===== src/rtl/dtree_seq_eval.sv =====
// Sequential decision-tree evaluator: walks a programmable node table one node
// per cycle with a single shared comparator, then holds the class until taken.
module dtree_seq_eval #(
  parameter int NFEAT = 8,
  parameter int FW    = 8,
  parameter int NODES = 16,
  parameter int CW    = 2,
  localparam int AW   = $clog2(NODES),
  localparam int NW   = 1 + 3 + FW + 2*AW
) (
  input  logic                clk,
  input  logic                rst_n,
  input  logic                cfg_we,
  input  logic [AW-1:0]       cfg_addr,
  input  logic [NW-1:0]       cfg_wdata,
  input  logic                in_valid,
  output logic                in_ready,
  input  logic [NFEAT*FW-1:0] in_feat,
  output logic                out_valid,
  input  logic                out_ready,
  output logic [CW-1:0]       out_class,
  output logic                out_err
);

  typedef struct packed {
    logic          leaf;
    logic [2:0]    fidx;
    logic [FW-1:0] thr;
    logic [AW-1:0] left;
    logic [AW-1:0] right;
  } node_t;

  typedef enum logic [1:0] {IDLE, WALK, DONE} state_t;

  state_t                   state;
  node_t                    tbl [NODES];
  logic [NFEAT-1:0][FW-1:0] feat_q;
  logic [AW-1:0]            cur;
  logic [AW-1:0]            step;
  node_t                    nd;
  logic [FW-1:0]            fsel;
  logic                     le;

  assign nd        = tbl[cur];
  assign in_ready  = (state == IDLE);
  assign out_valid = (state == DONE);

  // Indices with no backing feature read as zero.
  always_comb begin
    fsel = '0;
    for (int i = 0; i < NFEAT && i < 8; i++)
      if (nd.fidx == i[2:0]) fsel = feat_q[i];
  end

  assign le = (fsel <= nd.thr);

  always_ff @(posedge clk) begin
    if (!rst_n) begin
      for (int i = 0; i < NODES; i++)
        tbl[i] <= node_t'({1'b1, {(NW-1){1'b0}}});
    end else if (cfg_we && state == IDLE) begin
      tbl[cfg_addr] <= node_t'(cfg_wdata);
    end
  end

  always_ff @(posedge clk) begin
    if (!rst_n) begin
      state     <= IDLE;
      out_class <= '0;
      out_err   <= 1'b0;
      step      <= '0;
      cur       <= '0;
      feat_q    <= '0;
    end else begin
      case (state)
        IDLE: if (in_valid) begin
          feat_q <= in_feat;
          cur    <= '0;
          step   <= '0;
          state  <= WALK;
        end
        WALK: begin
          if (nd.leaf) begin
            out_class <= nd.thr[CW-1:0];
            out_err   <= 1'b0;
            state     <= DONE;
          end else if (step == AW'(NODES-1)) begin
            // NODES evaluations without a leaf means the table has a cycle.
            out_class <= '0;
            out_err   <= 1'b1;
            state     <= DONE;
          end else begin
            cur  <= le ? nd.left : nd.right;
            step <= step + 1'b1;
          end
        end
        DONE: if (out_ready) state <= IDLE;
        default: state <= IDLE;
      endcase
    end
  end

endmodule


===== config.mk =====
export PLATFORM = sky130hd
export DESIGN_NAME = dtree_seq_eval
export DESIGN_NICKNAME = d
export VERILOG_FILES = /design/src/rtl/dtree_seq_eval.sv
export SDC_FILE = /design/constraint.sdc
export NUM_CORES = 1
export LEC_CHECK = 0
export ABC_AREA = 0
export CAP_MARGIN = 15
export CORE_UTILIZATION = 45
export CTS_CLUSTER_SIZE = 8
export DETAILED_ROUTE_END_ITERATION = 16
export GPL_ROUTABILITY_DRIVEN = 0
export GPL_TIMING_DRIVEN = 0
export PLACE_DENSITY_LB_ADDON = 0.3
export SKIP_CTS_REPAIR_TIMING = 1
export SLEW_MARGIN = 20
export SYNTH_ARGS = -nofsm -noshare
export SYNTH_HDL_FRONTEND = slang
export SYNTH_SLANG_ARGS = --single-unit

===== constraint.sdc =====
create_clock -name clk -period 10.35 [get_ports clk]
set_input_delay 1.035 -clock clk [delete_from_list [all_inputs] [get_ports clk]]
set_output_delay 1.035 -clock clk [all_outputs]
set_load 0.01 [all_outputs]

==> run_summary.xml <==
<?xml version="1.0" encoding="UTF-8"?>
<metrics>
  <group name="run_status">
    <metric name="outcome" unit="">completed</metric>
  </group>
  <group name="clocking">
    <metric name="cts_made_buffers" unit="">56</metric>
    <metric name="tritoncts" unit="">done</metric>
    <metric name="ctsHtreeMaxLevel" unit="">2</metric>
    <metric name="clockBufferDepth" unit="">3</metric>
    <metric name="clock_latency_reported_for_the_late_side_of_the_worst_skew_pair" unit="ns">0.58</metric>
    <metric name="cts.reportedPaths.clkPinSlew" unit="ns">0.05</metric>
    <metric name="tritoncts_num_sinks" unit="">401</metric>
    <metric name="clock_tree.root_cell" unit="">clkbuf_16</metric>
  </group>
  <group name="route">
    <metric name="detail_route.wirelength" unit="um">47820</metric>
    <metric name="drc" unit="">0</metric>
    <metric name="drtIter0Drc" unit="">996</metric>
    <metric name="drt_first_pass_iters" unit="">5</metric>
    <metric name="ratio_of_routed_vias_to_standard_cells" unit="">5.537</metric>
    <metric name="wire_per_inst" unit="um">23.51</metric>
    <metric name="routed-via-count" unit="">11260</metric>
    <metric name="antenna_left" unit="">0</metric>
  </group>
  <group name="run">
    <metric name="drv.max_cap_violation_count" unit="">0</metric>
  </group>
  <group name="timing">
    <metric name="worstMarginPinSlew" unit="ns">1.063</metric>
    <metric name="top_achievable_clock_speed" unit="MHz">188.5</metric>
    <metric name="slew_viol_final" unit="">0</metric>
    <metric name="report.final.hold_viol_count" unit="">0</metric>
    <metric name="slew_headroom" unit="%">28.85</metric>
    <metric name="post-route-min-period" unit="ns">5.305</metric>
    <metric name="clock_skew" unit="ns">0.01550</metric>
    <metric name="grt_setup_unrepaired" unit="">no</metric>
    <metric name="min_period_over_period" unit="%">51.26</metric>
    <metric name="finalSetupTns" unit="ns">0</metric>
    <metric name="timing.final.setup_violations" unit="">0</metric>
  </group>
  <group name="floorplan">
    <metric name="die_width" unit="um">203.1</metric>
    <metric name="coreArea" unit="um^2">39820</metric>
    <metric name="chipHeight" unit="um">203.1</metric>
    <metric name="placementRows" unit="">73</metric>
    <metric name="num_io_pins" unit="">98</metric>
    <metric name="floorplan.initialDensity" unit="%">45.69</metric>
    <metric name="die-area" unit="um^2">41240</metric>
  </group>
  <group name="synthesis">
    <metric name="mappedNetlistNets" unit="">1425</metric>
    <metric name="summed_instance_area_of_the_synthesized_netlist" unit="um^2">18200</metric>
    <metric name="ys_seq_elements" unit="">401</metric>
    <metric name="yosys.area_share.xor_xnor" unit="%">0.1444</metric>
    <metric name="post_synthesis_async_set_or_reset_flop_share" unit="%">0</metric>
    <metric name="post_synth_inst_count" unit="">1323</metric>
    <metric name="combinational_family_with_the_most_area_after_synthesis" unit="">simple AND/OR/NAND/NOR gates</metric>
    <metric name="synthDistinctLibCells" unit="">46</metric>
    <metric name="synthesis.area_per_instance" unit="um^2">13.75</metric>
    <metric name="synth_compound_gate_area_share" unit="%">4.091</metric>
    <metric name="yosysTopAreaCellShare" unit="%">52.81</metric>
    <metric name="synth_fa_ha_area_share" unit="%">0.6189</metric>
    <metric name="prevailing_post_synth_register_cell" unit="">edfxtp_1</metric>
    <metric name="number_of_enable_flip_flop_cells_after_synthesis" unit="">320</metric>
    <metric name="synth_sequential_area_ratio" unit="%">61.72</metric>
    <metric name="synth_simple_gate_area_share" unit="%">16.54</metric>
    <metric name="yosys-top-cells-area" unit="">edfxtp_1 53%, mux4_2 12%, and2_1 11%</metric>
    <metric name="netlist.top_cell.by_area" unit="">edfxtp_1</metric>
    <metric name="synthMuxAreaShare" unit="%">14.31</metric>
    <metric name="yosys_warnings" unit="">0</metric>
  </group>
  <group name="finish">
    <metric name="commonest_non_fill_non_tap_cell_in_the_layout" unit="">edfxtp_1</metric>
    <metric name="post_route_cells_drive_above_1_share" unit="%">14.25</metric>
    <metric name="syn2layout_area_growth" unit="%">19.89</metric>
    <metric name="mostFrequentLayoutCells" unit="">320 x edfxtp_1, 307 x and2_1, 166 x nand2_1</metric>
    <metric name="nNetsFinal" unit="">1591</metric>
    <metric name="antennaDiodeCount" unit="">0</metric>
  </group>
  <group name="global_routing">
    <metric name="groute.layer.met1.usage" unit="%">31.69</metric>
    <metric name="grt.met3_usage" unit="%">4.976</metric>
    <metric name="initial_antenna_violation_count" unit="">1</metric>
    <metric name="first_global_vias" unit="">11490</metric>
    <metric name="grt_first_pass_wirelength" unit="um">71150</metric>
    <metric name="grt.total_usage" unit="%">23.59</metric>
    <metric name="busiest_layer" unit="">met2</metric>
    <metric name="grt_start_max_net_pins" unit="">21</metric>
    <metric name="global_route.usage.met2" unit="%">38.54</metric>
    <metric name="total_grt_overflow" unit="">0</metric>
  </group>
  <group name="placed_design">
    <metric name="place.detailed.hpwl" unit="um">33420</metric>
    <metric name="port_buffers" unit="">96</metric>
  </group>
  <group name="critical_path">
    <metric name="cp-end-kind" unit="">flip-flop</metric>
    <metric name="cp.required" unit="ns">10.79</metric>
    <metric name="worst-path-max-fanout" unit="">10</metric>
    <metric name="worst_setup_path_start_kind" unit="">flip-flop</metric>
    <metric name="signal_arrival_time_at_the_worst_endpoint" unit="ns">5.75</metric>
    <metric name="criticalPathCategory" unit="">flip-flop to flip-flop</metric>
  </group>
  <group name="hold_path">
    <metric name="hp-class" unit="">flip-flop to flip-flop</metric>
  </group>
  <group name="pwr">
    <metric name="internal_power" unit="mW">2.934</metric>
    <metric name="vdd.ir_drop.worst" unit="mV">0.1216</metric>
    <metric name="total_power" unit="mW">3.762</metric>
    <metric name="power.combinational.fraction" unit="%">7.4</metric>
    <metric name="seq_power_share" unit="%">48.8</metric>
    <metric name="clkPwrFrac" unit="%">43.8</metric>
    <metric name="pwr_density_cell" unit="nW/um^2">172.4</metric>
    <metric name="switching_power" unit="uW">827.5</metric>
    <metric name="switching_share" unit="%">22.00</metric>
    <metric name="power.leakage" unit="nW">7.656</metric>
  </group>
</metrics>
[layout make-up]
type / instances / area, um^2
sequential: 401 / 11230
tap: 525 / 656.9
inverter: 12 / 45.04
fill: 3253 / 18010
clock inverter: 2 / 23.77
timing repair buffer: 108 / 1259
clock buffer: 76 / 1529
buffer: 98 / 425.4
multi-input combinational: 812 / 6646
[flip-flops by register name, summed over array words and instances, names as in the netlist, named ones only]
signal / cells
cur: 4
state: 2
feat_q: 64
out_err: 1
step: 4
tbl: 320
out_class: 2
[power groups by stage]
stage	Sequential, mW	Combinational (mW)	Clock [mW]
finish	1.84	0.277	1.65
global route	1.84	0.298	1.72
global placement	1.87	0.251	0
CTS	1.84	0.277	1.66
detailed placement	1.87	0.276	0
floorplan	1.86	0.140	0
[through the flow]
stage	instances	hold slack [ns]	setup slack [ns]	util, %	cell area, um^2
final	2034	0.4582	5.045	54.78	21820
after CTS	2034	0.4624	4.990	54.78	21810
after floorplan	1323	0.4237	6.065	-	18200
after global routing	2034	0.4889	4.680	54.78	21820
after detailed placement	1956	0.4507	5.030	50.88	20260
after global placement	1944	0.4436	4.392	49.75	19810
[Yosys cell counts, drive strengths merged (2+ instances only)]
master,instances
buf,28
xor2,2
dfxtp,81
and2,309
nor2,25
nand2,166
mux2,5
inv,12
nand3,11
a21boi,65
a21oi,5
a22oi,3
o21ai,26
nand4,3
nor3b,5
ha,9
mux4,100
clkbuf,70
edfxtp,320
nand3b,3
nor2b,5
o21a,2
nand2b,12
or3,13
mux2i,28
nor3,4
[critical path: stages, from the launching register on]
cell     delay [ns]
dfxtp_1        0.30
buf_2          0.31
buf_2          0.44
buf_2          0.36
buf_2          0.42
buf_1          0.53
mux4_2         0.45
mux4_2         0.48
inv_1          0.08
ha_1           0.24
o21a_1         0.11
o21a_1         0.15
o21ai_0        0.15
a21oi_1        0.10
o31ai_2        0.65
mux2i_1        0.27
o21ai_0        0.12
[metal layers]
layer	vias up	routed length, um
met3	82	3899
met4	2	1238
met5	-	13
li1	5090	-
met2	489	22550
met1	5599	20110
[kinds of logic after synthesis]
kind of cell    after synthesis
compound gates              109
xor+xnor                      3
fa+ha+maj                     9
buf+inv                     110
flops                       401
mux                         133
simple gates                558
[final timing paths]
check	start	end	slack, ns	cells after the start
worst min-delay path	cur[2]	cur[2]	0.46	2
worst max-delay path	flip-flop	flip-flop	5.04	16
worst min register to register	cur[2]	cur[2]	0.46	2
worst max register to register	flip-flop	flip-flop	5.04	16
Note: power is estimated with default switching activity, not from simulation.
